### src/rtl/enter_input_pkg.sv
// -----------------------------------------------------------------------------
// enter_input_pkg
// Shared types and defaults for the ENTER button / switch conditioning stage.
//   state_t           : debounce FSM states
//   DEBOUNCE_DEFAULT  : stable cycles required (20 ms at 50 MHz)
//   DATA_W_DEFAULT    : switch bus width
//   cnt_width()       : debounce counter width for a given cycle count
// -----------------------------------------------------------------------------
package enter_input_pkg;

    typedef enum logic [1:0] {
        IDLE         = 2'd0,
        PRESS_WAIT   = 2'd1,
        PRESSED      = 2'd2,
        RELEASE_WAIT = 2'd3
    } state_t;

    localparam int DEBOUNCE_DEFAULT = 1_000_000;
    localparam int DATA_W_DEFAULT   = 8;

    // $clog2 of the cycle count, never narrower than one bit so that the
    // counter vector stays legal for the smallest debounce settings.
    function automatic int cnt_width(input int cycles);
        int w;
        w = $clog2(cycles);
        if (w < 1) begin
            w = 1;
        end
        return w;
    endfunction

endpackage : enter_input_pkg

### src/rtl/enter_input_conditioner_sync.sv
// -----------------------------------------------------------------------------
// sync_2ff
// Two flip-flop synchroniser for a bus of independent asynchronous bits.
// Each bit is synchronised on its own; no cross-bit coherency is implied.
// Ports:
//   clk    : destination clock
//   reset  : asynchronous active-high reset, loads RESET_VAL into both stages
//   d_i    : asynchronous input bits
//   q_o    : synchronised output bits (two clk edges of latency)
// -----------------------------------------------------------------------------
module sync_2ff #(
    parameter int               WIDTH     = 1,
    parameter logic [WIDTH-1:0] RESET_VAL = '0
) (
    input  logic             clk,
    input  logic             reset,
    input  logic [WIDTH-1:0] d_i,
    output logic [WIDTH-1:0] q_o
);

    logic [WIDTH-1:0] meta_q;
    logic [WIDTH-1:0] sync_q;

    generate
        for (genvar gi = 0; gi < WIDTH; gi++) begin : g_bit
            always_ff @(posedge clk or posedge reset) begin
                if (reset) begin
                    meta_q[gi] <= RESET_VAL[gi];
                    sync_q[gi] <= RESET_VAL[gi];
                end else begin
                    meta_q[gi] <= d_i[gi];
                    sync_q[gi] <= meta_q[gi];
                end
            end
        end
    endgenerate

    assign q_o = sync_q;

endmodule : sync_2ff

### src/rtl/enter_input_conditioner.sv
// -----------------------------------------------------------------------------
// enter_input_conditioner
// Synchronises the raw active-low ENTER button and the switch bus, debounces
// the button into one enter_pulse per physical press, and captures the switch
// value into a valid/ack holding register at that press.
// Ports:
//   clk           : system clock
//   reset         : asynchronous active-high reset
//   nenter_raw    : raw ENTER button, active-low, bouncy, asynchronous
//   inputdata_raw : raw switch bus, asynchronous
//   data_ack      : consumer has taken data_out (clears data_valid)
//   enter_pulse   : one-cycle pulse per debounced press
//   data_out      : switch value captured at the accepted press
//   data_valid    : data_out holds unconsumed data
//   overrun       : sticky, a capture overwrote unacknowledged data
//   busy          : debounce FSM not idle
// -----------------------------------------------------------------------------
module enter_input_conditioner
    import enter_input_pkg::*;
#(
    parameter int DEBOUNCE_CYCLES = DEBOUNCE_DEFAULT,
    parameter int DATA_W          = DATA_W_DEFAULT
) (
    input  logic              clk,
    input  logic              reset,
    input  logic              nenter_raw,
    input  logic [DATA_W-1:0] inputdata_raw,
    input  logic              data_ack,
    output logic              enter_pulse,
    output logic [DATA_W-1:0] data_out,
    output logic              data_valid,
    output logic              overrun,
    output logic              busy
);

    localparam int               CNT_W   = cnt_width(DEBOUNCE_CYCLES);
    localparam logic [CNT_W-1:0] CNT_MAX = CNT_W'(DEBOUNCE_CYCLES - 1);

    // ------------------------------------------------------------------
    // Synchronisers. The button resets to "released" so a reset never
    // looks like a press edge by itself.
    // ------------------------------------------------------------------
    logic              nenter_sync;
    logic [DATA_W-1:0] data_sync;
    logic              press;

    sync_2ff #(
        .WIDTH     (1),
        .RESET_VAL (1'b1)
    ) u_sync_nenter (
        .clk   (clk),
        .reset (reset),
        .d_i   (nenter_raw),
        .q_o   (nenter_sync)
    );

    sync_2ff #(
        .WIDTH     (DATA_W),
        .RESET_VAL ({DATA_W{1'b0}})
    ) u_sync_data (
        .clk   (clk),
        .reset (reset),
        .d_i   (inputdata_raw),
        .q_o   (data_sync)
    );

    assign press = ~nenter_sync;

    // ------------------------------------------------------------------
    // Debounce FSM
    // ------------------------------------------------------------------
    state_t           state_q, state_d;
    logic [CNT_W-1:0] cnt_q, cnt_d;
    logic             accept;

    always_ff @(posedge clk or posedge reset) begin
        if (reset) begin
            state_q <= IDLE;
            cnt_q   <= '0;
        end else begin
            state_q <= state_d;
            cnt_q   <= cnt_d;
        end
    end

    always_comb begin
        state_d = state_q;
        cnt_d   = cnt_q;
        accept  = 1'b0;
        case (state_q)
            IDLE: begin
                cnt_d = '0;
                if (press) begin
                    state_d = PRESS_WAIT;
                end
            end
            PRESS_WAIT: begin
                if (!press) begin
                    // Too short to be a real press: drop it silently.
                    state_d = IDLE;
                    cnt_d   = '0;
                end else if (cnt_q == CNT_MAX) begin
                    state_d = PRESSED;
                    cnt_d   = '0;
                    accept  = 1'b1;
                end else begin
                    cnt_d = cnt_q + 1'b1;
                end
            end
            PRESSED: begin
                cnt_d = '0;
                if (!press) begin
                    state_d = RELEASE_WAIT;
                end
            end
            RELEASE_WAIT: begin
                if (press) begin
                    // Release bounce: still the same press, so no new pulse.
                    state_d = PRESSED;
                    cnt_d   = '0;
                end else if (cnt_q == CNT_MAX) begin
                    state_d = IDLE;
                    cnt_d   = '0;
                end else begin
                    cnt_d = cnt_q + 1'b1;
                end
            end
            default: begin
                state_d = IDLE;
                cnt_d   = '0;
            end
        endcase
    end

    // ------------------------------------------------------------------
    // Pulse and valid/ack holding register
    // ------------------------------------------------------------------
    logic              enter_pulse_q;
    logic [DATA_W-1:0] data_q;
    logic              valid_q;
    logic              overrun_q;

    always_ff @(posedge clk or posedge reset) begin
        if (reset) begin
            enter_pulse_q <= 1'b0;
            data_q        <= '0;
            valid_q       <= 1'b0;
            overrun_q     <= 1'b0;
        end else begin
            enter_pulse_q <= accept;
            if (accept) begin
                data_q  <= data_sync;
                // A capture always leaves fresh data pending, even if the
                // consumer acknowledges the old value in the same cycle.
                valid_q <= 1'b1;
                // Only a genuine overwrite of unconsumed data is an overrun;
                // a simultaneous ack means the old value was taken.
                if (valid_q && !data_ack) begin
                    overrun_q <= 1'b1;
                end
            end else if (data_ack) begin
                valid_q <= 1'b0;
            end
        end
    end

    assign enter_pulse = enter_pulse_q;
    assign data_out    = data_q;
    assign data_valid  = valid_q;
    assign overrun     = overrun_q;
    assign busy        = (state_q != IDLE);

endmodule : enter_input_conditioner

### config.mk
export PLATFORM = sky130hd
export DESIGN_NAME = enter_input_conditioner
export DESIGN_NICKNAME = d
export VERILOG_FILES = /design/src/rtl/enter_input_pkg.sv /design/src/rtl/enter_input_conditioner_sync.sv /design/src/rtl/enter_input_conditioner.sv
export SDC_FILE = /design/constraint.sdc
export NUM_CORES = 1
export LEC_CHECK = 0
export ABC_AREA = 1
export BUFFER_PORTS_ARGS = -buffer_cell sky130_fd_sc_hd__buf_4
export CAP_MARGIN = 30
export CORE_ASPECT_RATIO = 0.8
export CORE_UTILIZATION = 40
export CTS_BUF_LIST = sky130_fd_sc_hd__clkbuf_4
export CTS_CLUSTER_DIAMETER = 50
export DETAILED_ROUTE_END_ITERATION = 16
export SYNTH_ARGS = -nofsm -noshare
export SYNTH_HDL_FRONTEND = slang
export SYNTH_SLANG_ARGS = --single-unit
### constraint.sdc
create_clock -name clk -period 1.8 [get_ports clk]
set_input_delay 0.09 -clock clk [delete_from_list [all_inputs] [get_ports clk]]
set_output_delay 0.09 -clock clk [all_outputs]
set_load 0.1 [all_outputs]
Word level (Yosys, flattened, before mapping) --
Cells that the tools add are included.
Storage, ports and cells: bits in registers 51, input bits 12, output and inout bits 12, logic and storage cells 57
Operators by class: add/subtract/negate cells 1, equality and inequality tests 8, multiplexer cells 16, reductions and logical operators 8
Operators by type and width (number):
- two-way mux 20 bit | 3
- case mux 20 bit (3 select lines) | 1
- adder 20 x 1 -> 20 bit, second input constant | 1
- equality test 20 bit, second input constant | 1
- two-way mux 2 bit | 6
- case mux 2 bit (4 select lines) | 1
- two-way mux 1 bit | 5
- equality test 2 bit, second input constant | 2
- AND reduction 4 bit | 1
- nonzero test 2 bit | 2
- != test 3 x 2 -> 1 bit, second input constant | 1
- != test 3 bit, second input constant | 1
- equality test 2 x 1 -> 1 bit, second input constant | 1
- zero test 2 bit | 1
- != test 2 x 1 -> 1 bit, second input constant | 1
- != test 2 bit, second input constant | 1
- AND reduction 2 bit | 1
- OR reduction 2 bit | 1
- logical AND 1 bit | 1
- zero test 1 bit | 1

Logic depth before layout (Yosys ltp) --
Gate-level depths: netlist of run 1.
depth after elaboration 5, gate-level depth with buffers 9, mapped depth without buffers 9

Hierarchy --
From an unflattened synthesis of run 1, not the netlist that was laid out.
Unflattened totals: cells, all modules 228, area total of the unflattened synthesis 2137.0 um2
By module, submodules not included:
- enter_input_conditioner | times used 1, cells an instance 208, area each 1676.6 um2, seq. area each 825.8 um2
- sync_2ff at u_sync_data | times used 1, cells an instance 17, area each 404.1 um2, seq. area each 400.4 um2
- sync_2ff at u_sync_nenter | times used 1, cells an instance 3, area each 56.3 um2, seq. area each 52.6 um2

Worst setup path before layout of run 1 --
OpenSTA, ideal clock, no wires.
kind register to register, start point register cnt_q[0], end point register cnt_q[6], library setup time 0.121 ns, data arrival time 1.337 ns, required time 1.679 ns, setup slack 0.342 ns, stages on the path, launching flop included 10, path buffers 1, period minus slack after synthesis 1.458 ns, cell sequence dfrtp_1 ha_1 nand2_1 nor2_1 nand3_2 nor2_4 nor2_8 inv_4 buf_12 nor2_2
Between the ends: word-level cells in the longest chain between the ends 4, elaborated cells on any way between the ends 6, those cells by class add/sub: 1; eq/ne: 1; mux: 4
RTL lines:
- start: declaration | line enter_input_conditioner.sv:73 | logic [CNT_W-1:0] cnt_q, cnt_d;
- start signal: assignment | line enter_input_conditioner.sv:82 | cnt_q <= cnt_d;
- adder 20 x 1 -> 20 bit / equality test 20 bit (equally long branches)
- two-way mux 20 bit * | line enter_input_conditioner.sv:102, enter_input_conditioner.sv:121
- two-way mux 20 bit (on tied branches) | line enter_input_conditioner.sv:117, enter_input_conditioner.sv:98
- case mux 20 bit (3 select lines) * | line enter_input_conditioner.sv:90 | case (state_q)
- via cnt_d[6] | line enter_input_conditioner.sv:73
Mark *: on every way through the listed nets, which the timed path passes. The rest lies on a longest branch. A chain may end at the register's enable or synchronous reset.

Worst setup path in the final report of run 1 --
start point register cnt_q[0], end point register cnt_q[9]
Same word-level chain as after synthesis.

==> impl_metrics.tcl, run 1 <==
set metrics [dict create \
    p_sw_mw 0.4261 \
    dr.first_iter.drc_count 115 \
    wl_per_cell_um 10.95 \
    initial_core_util_pct 42.25 \
    grt.total_usage_pct 16.00 \
    max_slew_margin_pct 65.16 \
    p_per_area_nw_per_um2 692.9 \
    clock_path_buffers 2 \
    whs_ps 311.2 \
    finalMaxSlewViolations 0 \
    root_buffer "clkbuf_4" \
    seqPwrFrac_pct 60.4 \
    startpoint_type "register" \
    io_pins 24 \
    critPathBufInv 1 \
    avgSynthCellArea_um2 8.474 \
    clock_power_share_pct 33.9 \
    finalCriticalPeriod_ps 1622 \
    htreeDepth 2 \
    max_freq_mhz 616.6 \
    grt_pass1_vias 1613 \
    finalCritPeriodShare_pct 90.10 \
    die_w_um 87.65 \
    cp-end-kind "register" \
    worstPathRequired_ps 2040 \
    clkLatencyLatePin_ps 360 \
    max_cap_viol_count 0 \
    yosys_warnings 0 \
    fp-row-count 24 \
    tns_ps 0 \
    reg2reg_depth 8 \
    wl_met1_mm 2.283 \
    port_buffers 23 \
    slowest_stage "dfrtp_2" \
    fin_nets 332 \
    syn_inst 277 \
    grt_overflow 0 \
    reg2reg_slack_ps 180 \
    grt_pass1_wl_mm 7.576 \
    drt_wl_total_mm 4.357 \
    layout-drive-gt1-share_pct 20.00 \
    ys_types 25 \
    die_h_um 70.52 \
    cp-startpoint "cnt_q[0]" \
    dp_hpwl_mm 3.195 \
    tightest_slew_ps 521.9 \
    synthFlopType "dfrtp_1" \
    seq_area_frac_synth_pct 54.48 \
    grt_antenna_before_repair 0 \
    finalClockSkew_ps 17.24 \
    switching_share_pct 21.81 \
    dieArea_um2 6180 \
    worst_path_largest_cell_delay_ps 430 \
    vias 1754 \
    finalSetupViolations 0 \
    top_layer "met4" \
    hold_path_class "in2async" \
    path_clk_slew_ps 150 \
    crit_chain "ha_1, nand2_1, nor2_1, nand3_2, nor2_4, nor2_8, inv_4, nor2_1" \
    num_antenna_cells 0 \
    crit_fanout 11 \
    status "finished, final reports clean" \
    grt_max_degree 29 \
    wl_met2_mm 1.917 \
    globalplace.congestion 0.8663 \
    numCtsBuffers 5 \
    timing.rr.end "cnt_q[9]" \
    p_int_mw 1.527 \
    ant_nets 0 \
    core-area_um2 5555 \
    crit_end "cnt_q[9]" \
    cts_tree "done" \
    cts_sinks 51 \
    final_hold_viol_count 0 \
    crit_top_cell "nor2_1" \
    cts_setup_buffers 0 \
    p_leak_nw 1.353 \
    route.detailed.drc 0 \
    ys_top_cells_by_area "dfrtp_1, nand2_1, inv_1, nor2_1, nor2_2" \
    viasPerCell 4.407 \
    cp_num_cells 8 \
    timing.rr.start "cnt_q[0]" \
    crit_arrival_ps 1870 \
    layout_commonest_cell "nand2_1" \
    yosysTopAreaCell "dfrtp_1" \
    routed-wl-met3_um 143 \
    synth.cell_area_um2 2347 \
    netlist.area_leader.share_pct 52.24 \
    postSynth.asyncResetShare_pct 100.0 \
    crit_type "reg2reg" \
    rsz0062_at_grt "false" \
    combPwrFrac_pct 5.7 \
    synth-edff-count 0 \
    syn2layout_area_growth_pct 20.10 \
    syn_nets 290 \
    first_pass_iters 4 \
    final_cell_mix "nand2_1, dfrtp_1, inv_1, nor2_1, buf_4" \
    max-vdd-ir-drop_mv 0.4543 \
    cp_top_family "simple AND/OR/NAND/NOR gates" \
    ys_seq_elements 51 \
]
[timing repair]
item,CTS,global route
setup endpoints to repair,0,6
hold buffers,11,0
resized for setup,0,1
endpoints found under the hold margin,32,0
[layer usage]
metal  vias up  track usage [%]
met4         0            4.189
met2        32            22.66
met5         -                0
met1       812            24.64
li1        908                -
met3         2            3.546
[metrics by stage]
stage	cell area (um2)	power [mW]	utilization (%)	std cells	worst slack [ps]
3_5_place_dp	2625	1.297	47.25	379	151.3
5_1_grt	2819	2.034	50.74	398	22.93
6_report	2819	1.953	50.74	398	178.3
3_3_place_gp	2625	1.295	47.25	379	217.7
2_1_floorplan	2347	1.259	-	277	342.1
4_1_cts	2818	1.982	50.72	398	134.8
[state kept, by name (all words and copies together) (netlist names), 8 cells and up, named ones only]
register,cells
cnt_q,20
data_out,8
u_sync_data.meta_q,8
u_sync_data.q_o,8
[power by group through the flow]
stage	sequential, mW	combinational (mW)	clock, mW
final	1.18	0.112	0.662
after global routing	1.18	0.126	0.726
after CTS	1.18	0.115	0.687
after detailed placement	1.20	0.0958	0
after global placement	1.20	0.0953	0
after floorplan	1.20	0.0602	0
[kinds of logic (layout without fill, tap and decap cells)]
kind of cell | after synthesis | in the layout | share of synthesized area [%]
simple gates | 162 | 162 | 31.66
compound gates | 4 | 4 | 0.9594
fa+ha+maj | 1 | 1 | 0.5330
xor+xnor | 10 | 10 | 3.732
flops | 51 | 51 | 54.48
buf+inv | 49 | 92 | 8.636
[cells in the mapped netlist, drive strengths merged (2+ instances only)]
cell type / n
a21oi: 2
inv: 48
nand2: 75
nor2: 62
xnor2: 3
dfrtp: 49
dfstp: 2
xor2: 7
nor3: 2
nand4: 2
nand3: 19
[worst min path at each step]
| stage | start | end | slack, ps | cells past startpoint |
|---|---|---|---|---|
| after CTS | reset | data_out[1] | 300 | 3 |
| final | reset | data_out[1] | 310 | 3 |
| after floorplan | nenter_raw | u_sync_nenter.meta_q | 90 | 0 |
| after detailed placement | reset | data_out[1] | 160 | 2 |
| after global placement | reset | data_out[1] | 160 | 2 |
| after global routing | reset | data_out[1] | 330 | 3 |
[cell type report]
class / instances / area [um2]
fill: 531 / 2736
sequential: 51 / 1280
multi-input combinational: 177 / 865.8
timing repair buffer: 36 / 310.3
inverter: 48 / 182.7
tap: 78 / 97.59
clock buffer: 6 / 45.04
clock inverter: 2 / 37.54
[worst reg2reg max path, cell delays in order (launching register included)]
cell and delay, ps:
dfrtp_2 430, ha_1 220, nand2_1 90, nor2_1 190, nand3_2 130, nor2_4 160
nor2_8 70, inv_4 160, nor2_1 70
No activity file was read; power rests on OpenSTA's default activity.
==> run 2: changes to the inputs <==
--- a/config.mk
+++ b/config.mk
@@ -6,13 +6,17 @@
 export NUM_CORES = 1
 export LEC_CHECK = 0
 export ABC_AREA = 1
-export BUFFER_PORTS_ARGS = -buffer_cell sky130_fd_sc_hd__buf_4
 export CAP_MARGIN = 30
+export CELL_PAD_IN_SITES_DETAIL_PLACEMENT = 1
+export CELL_PAD_IN_SITES_GLOBAL_PLACEMENT = 2
 export CORE_ASPECT_RATIO = 0.8
-export CORE_UTILIZATION = 40
+export CORE_MARGIN = 3
+export CORE_UTILIZATION = 39
 export CTS_BUF_LIST = sky130_fd_sc_hd__clkbuf_4
 export CTS_CLUSTER_DIAMETER = 50
 export DETAILED_ROUTE_END_ITERATION = 16
+export DONT_BUFFER_PORTS = 1
+export PLACE_DENSITY_LB_ADDON = 0.1
 export SYNTH_ARGS = -nofsm -noshare
 export SYNTH_HDL_FRONTEND = slang
 export SYNTH_SLANG_ARGS = --single-unit
==> run 2 against run 1 <==
Compared with the run above:
- total power is 5.7% lower
- wire length is 18% higher
- critical path depth stayed put
- final cell count is 2.3% lower
- count of clock-buffer cells in the layout is 1 lower
- highest routed layer unchanged
==> impl_metrics.tcl, run 2 (synthesis results as in run 1) <==
set metrics [dict create \
    grt_pass1_wl_mm 8.756 \
    port_buffers 0 \
    viasPerCell 4.481 \
    startpoint_type "register" \
    fp-row-count 24 \
    place_ws_ps 193.7 \
    ant_nets 0 \
    max-vdd-ir-drop_mv 0.4277 \
    finalCriticalPeriod_ps 1614 \
    htreeDepth 2 \
    num_antenna_cells 0 \
    globalplace.congestion 0.7914 \
    first_pass_iters 4 \
    grt_antenna_before_repair 0 \
    grt_pass1_vias 1754 \
    tns_ps 0 \
    route.detailed.drc 0 \
    cp_top_family "simple AND/OR/NAND/NOR gates" \
    clkLatencyLatePin_ps 380 \
    timing.final.ws_setup_ps 185.6 \
    crit_chain "ha_1, nand2_1, nor2_1, nand2_1, nor2_4, nand3_1, nand2_1, inv_1" \
    worst_path_largest_cell_delay_ps 390 \
    status "finished, final reports clean" \
    slowest_stage "dfrtp_1" \
    worstPathRequired_ps 2080 \
    largest_reg_flops 20 \
    fin_nets 323 \
    finalSetupViolations 0 \
    crit_fanout 8 \
    ctsHoldBuffers 11 \
    dieArea_um2 6991 \
    drt_wl_total_mm 5.160 \
    rsz0062_at_grt "false" \
    max_freq_mhz 619.4 \
    final_util_pct 48.40 \
    dp_hpwl_mm 3.795 \
    path_clk_slew_ps 160 \
    layout-drive-gt1-share_pct 17.36 \
    crit_arrival_ps 1900 \
    dpl_cell_area_um2 2557 \
    cts_resized 0 \
    core-area_um2 5645 \
    die_h_um 75.39 \
    numCtsBuffers 5 \
    finalClockSkew_ps 13.04 \
    finalMaxSlewViolations 0 \
    critPathBufInv 1 \
    final_hold_viol_count 0 \
    grt_max_degree 39 \
    tightest_slew_ps 312.4 \
    grt_overflow 0 \
    cts_tree "done" \
    crit_top_cell "nand2_1" \
    root_buffer "clkbuf_4" \
    io_pins 24 \
    p_per_area_nw_per_um2 674.3 \
    cts_sinks 51 \
    reg2reg_slack_ps 190 \
    final_cell_mix "nand2_1, dfrtp_1, inv_1, nor2_1, nand3_1" \
    clock_path_buffers 2 \
    die_w_um 92.74 \
    wl_per_cell_um 13.26 \
    crit_type "reg2reg" \
    cts_setup_buffers 0 \
    syn2layout_area_growth_pct 16.42 \
    initial_core_util_pct 41.58 \
    max_cap_viol_count 0 \
    grt.total_usage_pct 16.37 \
    p_leak_nw 1.304 \
    vias 1743 \
    fillers 691 \
    final_area_um2 2733 \
    finalCritPeriodShare_pct 89.69 \
    regMostFlops "cnt_q" \
    dr.first_iter.drc_count 53 \
    layout_commonest_cell "nand2_1" \
    hold_path_class "in2async" \
    cp-end-kind "register" \
    max_slew_margin_pct 79.10 \
]
run 2: cell count changes in the layout (fill, tap and decap cells not counted), sizes merged:
cell	change
clkbuf	-1
clkinv	+1
buf	-9
inv	+1
bufinv	-1
run 2: worst paths after layout:
| check | end | cells after the start | from |
|---|---|---|---|
| max | data_out[7] | 8 | cnt_q[1] |
| min | u_sync_data.meta_q[6] | 2 | reset |
| max reg2reg | data_out[7] | 8 | cnt_q[1] |
| min reg2reg | u_sync_data.q_o[6] | 0 | u_sync_data.meta_q[6] |
| max in group asynchronous | u_sync_nenter.q_o | 3 | reset |
| min in group clk | u_sync_data.meta_q[6] | 1 | inputdata_raw[6] |
run 2: report_power, final:
part	leakage, nW	total, mW	internal, mW	switching [mW]
logic	0.605	0.0997	0.0346	0.0651
clock network	0.0333	0.564	0.165	0.399
registers	0.665	1.18	1.17	0.00719
run 2: worst reg2reg max path, cell delays in order, from the launching register on:
cell and delay, ps:
dfrtp_1 390, ha_1 230, nand2_1 90, nor2_1 200, nand2_1 140, nor2_4 240
nand3_1 110, nand2_1 80, inv_1 40
run 2: layout make-up:
type	count	area, um2	share of cell area (%)
Sequential cell	51	1279	46.80
Clock inverter	3	27.53	1.007
Clock buffer	5	37.54	1.374
Timing Repair Buffer	27	242.7	8.883
Inverter	48	182.7	6.685
Tap cell	78	97.59	3.571
Multi-Input combinational cell	177	865.8	31.68
run 2: stage by stage:
step                instances  total power [mW]  hold slack [ps]
floorplan                 277             1.259            94.48
CTS                       389             1.878            82.34
global placement          370             1.281           -61.13
global route              389             1.931            78.47
detailed placement        370             1.283           -55.01
finish                    389             1.843            92.46
run 2: metal layers:
metal	wire, um	global-route usage, %	share of wire (%)
met2	2245	25.08	44
met1	2710	23.84	53
met4	39	3.902	0.76
met3	165	3.850	3.2
met5	0	0	0
==> run 3: changes to the inputs <==
--- a/config.mk
+++ b/config.mk
@@ -5,13 +5,12 @@
 export SDC_FILE = /design/constraint.sdc
 export NUM_CORES = 1
 export LEC_CHECK = 0
-export ABC_AREA = 1
 export CAP_MARGIN = 30
 export CELL_PAD_IN_SITES_DETAIL_PLACEMENT = 1
 export CELL_PAD_IN_SITES_GLOBAL_PLACEMENT = 2
 export CORE_ASPECT_RATIO = 0.8
 export CORE_MARGIN = 3
-export CORE_UTILIZATION = 39
+export CORE_UTILIZATION = 40
 export CTS_BUF_LIST = sky130_fd_sc_hd__clkbuf_4
 export CTS_CLUSTER_DIAMETER = 50
 export DETAILED_ROUTE_END_ITERATION = 16
==> run 3 against run 2 <==
Compared with the run above:
- register-to-register slack got worse by 300 ps
- non-clock buffer count is 31 higher
- die area down 16%
- first-iteration DRC count up 36%
- clock skew is 4.1 ps higher
- hold slack better by 170 ps
- sequential share of layout area decreased by 0.57 points
- critical endpoint is now data_out[5]
- count of clock-buffer cells in the layout stayed put
- the flow now finishes with violations (negative setup slack)
- total power rose by 4.6%
- sequential cell count unchanged
- synthesized area down 15%
==> impl_metrics.tcl, run 3 <==
set metrics [dict create \
    final_cell_mix "dfrtp_1, buf_4, nor2_2" \
    final_area_um2 2766 \
    finalCritPeriodShare_pct 106.1 \
    max-vdd-ir-drop_mv 0.5842 \
    grt_max_degree 52 \
    wl_met1_mm 2.230 \
    port_buffers 0 \
    rsz0062_at_grt "true" \
    tightest_slew_ps 625.2 \
    netlist.area_leader.share_pct 61.33 \
    ys_types 31 \
    grt_pass1_vias 1646 \
    reg2reg_slack_ps -110 \
    violations "negative setup slack" \
    fp-row-count 22 \
    die_h_um 69.24 \
    synthFlopType "dfrtp_1" \
    grt.total_usage_pct 18.00 \
    synth_top_cells_by_count "dfrtp_1, nor2_1, nand3_1" \
    reg2reg_depth 5 \
    p_sw_mw 0.4296 \
    seq_area_frac_synth_pct 63.95 \
    max_slew_margin_pct 58.32 \
    fillers 481 \
    synth.most_common_cell "dfrtp_1" \
    layout_commonest_cell "dfrtp_1" \
    clock_path_buffers 2 \
    synth-edff-count 0 \
    grt_antenna_before_repair 0 \
    worstPathRequired_ps 2050 \
    combPwrFrac_pct 5.2 \
    hold_start "inputdata_raw[0]" \
    viasPerCell 5.028 \
    route.detailed.drc 0 \
    wl_per_cell_um 17.60 \
    ant_nets 0 \
    ys_top_cells_by_area "dfrtp_1, mux2_2, xnor2_1, nor2_1, nand3_1" \
    max_cap_viol_count 0 \
    dpl_cell_area_um2 2425 \
    grt_pass1_wl_mm 8.300 \
    numCtsBuffers 5 \
    wl_met2_mm 2.584 \
    num_antenna_cells 0 \
    seqPwrFrac_pct 61.3 \
    die_w_um 85.05 \
    first_pass_iters 4 \
    postSynth.asyncResetShare_pct 100.0 \
    syn_nets 175 \
    timing.rr.end "data_out[5]" \
    dr.first_iter.drc_count 72 \
    layout-drive-gt1-share_pct 43.95 \
    tns_ps -1021 \
    finalClockSkew_ps 17.16 \
    clkLatencyLatePin_ps 360 \
    slowest_stage "or4_4" \
    dieArea_um2 5888 \
    cts_tree "done" \
    fin_nets 235 \
    max_freq_mhz 523.5 \
    largest_reg_flops 20 \
    ys_seq_elements 51 \
    clock_power_share_pct 33.5 \
    hold_path_class "in2reg" \
    crit_arrival_ps 2160 \
    p_leak_nw 1.218 \
    startpoint_type "register" \
    avgSynthCellArea_um2 12.34 \
    yosysTopAreaCell "dfrtp_1" \
    path_clk_slew_ps 160 \
    regMostFlops "cnt_q" \
    initial_core_util_pct 42.48 \
    grt_overflow 0 \
    finalPower_mw 1.927 \
    syn2layout_area_growth_pct 38.36 \
    timing.final.ws_setup_ps -110.3 \
    crit_type "reg2reg" \
    final_util_pct 58.77 \
    yosys_warnings 0 \
    htreeDepth 2 \
    min_delay_path_depth 1 \
    dp_hpwl_mm 3.351 \
    final_hold_viol_count 0 \
    cts_sinks 51 \
    syn_inst 162 \
    routed-wl-met3_um 125 \
    core-area_um2 4707 \
    finalMaxSlewViolations 0 \
    p_int_mw 1.497 \
    top_layer "met4" \
    vias 1423 \
    timing.rr.start "cnt_q[7]" \
    switching_share_pct 22.30 \
    p_per_area_nw_per_um2 696.6 \
    io_pins 24 \
    finalSetupViolations 26 \
    worst_path_largest_cell_delay_ps 580 \
    globalplace.congestion 0.8015 \
    drt_wl_total_mm 4.981 \
    finalCriticalPeriod_ps 1910 \
    root_buffer "clkbuf_4" \
    crit_chain "nand3b_1, or4_4, nor3_4, buf_12, mux2_4" \
    synth.cell_area_um2 1999 \
    status "complete, but fails checks" \
    cp-end-kind "register" \
    crit_fanout 9 \
    hold_path_end "u_sync_data.meta_q[0]" \
]
## run 3: cell count changes in the layout (fill, tap and decap cells not counted), moves of 6 or more
cell / delta
buf_4: +27
inv_1: -41
mux2_4: +8
nand2_1: -67
nand3_1: -6
nor2_1: -41
xnor2_1: +7
## run 3: area by class of cell
class | count | area [um2] | area share (%)
clock buffer | 5 | 37.54 | 1.357
tap | 60 | 75.07 | 2.714
multi-input combinational | 101 | 809.5 | 29.26
sequential | 51 | 1279 | 46.22
inverter | 5 | 18.77 | 0.6784
clock inverter | 3 | 38.79 | 1.402
timing repair buffer | 58 | 508.0 | 18.36
## run 3: cells by family after synthesis
group | Yosys count | share of synthesized area [%]
AOI/OAI and AO/OA | 11 | 3.692
adders and majority gates | 1 | 0.6257
buffers and inverters | 10 | 2.003
DFF | 51 | 63.96
muxes | 8 | 4.506
and+or+nand+nor | 65 | 18.21
xor gates and xnor gates | 16 | 7.009
## run 3: worst max-delay path by stage
stage | startpoint | to | slack, ps | cells past startpoint
floorplan | cnt_q[0] | data_out[0] | -370 | 7
global placement | cnt_q[7] | data_out[6] | -70 | 5
detailed placement | cnt_q[7] | data_out[5] | -130 | 5
CTS | cnt_q[7] | data_out[1] | -90 | 5
global route | cnt_q[7] | data_out[5] | -170 | 5
finish | cnt_q[7] | data_out[5] | -110 | 5
## run 3: worst max-delay path, delay by kind of cell, from the launching register on
family | cells | cell delay [ps]
simple gates | 3 | 940
mux | 1 | 300
buf+inv | 1 | 170
flops | 1 | 400
## run 3: what timing repair did
item                                   in CTS  in global routing
gates resized for setup                     9                 26
gates cloned                                1                  0
pin swaps                                   3                  2
setup endpoints to repair                  26                 30
buffers inserted                            3                  1
endpoints found under the hold margin      59                  0
hold buffers                               11                  0
## run 3: power by group through the flow
stage / Sequential (mW) / Clock (mW) / Combinational [mW]
final: 1.18 / 0.646 / 0.100
after global routing: 1.18 / 0.710 / 0.112
after CTS: 1.18 / 0.664 / 0.0886
after detailed placement: 1.20 / 0 / 0.0623
after global placement: 1.20 / 0 / 0.0602
after floorplan: 1.20 / 0 / 0.0438
## run 3: stage by stage
| stage | instances | hold slack (ps) | setup WS [ps] |
|---|---|---|---|
| 3_5_place_dp | 259 | 94.75 | -131.9 |
| 3_3_place_gp | 259 | 94.61 | -66.60 |
| 6_report | 283 | 264.7 | -110.3 |
| 2_1_floorplan | 162 | 94.48 | -371.7 |
| 4_1_cts | 282 | 255.0 | -92.98 |
| 5_1_grt | 283 | 247.5 | -172.8 |
## run 3: per-layer routing
metal,GRT usage (%),vias to the layer above
met1,24.18,720
met3,3.919,4
met5,0,-
met4,3.163,0
li1,-,681
met2,30.34,18
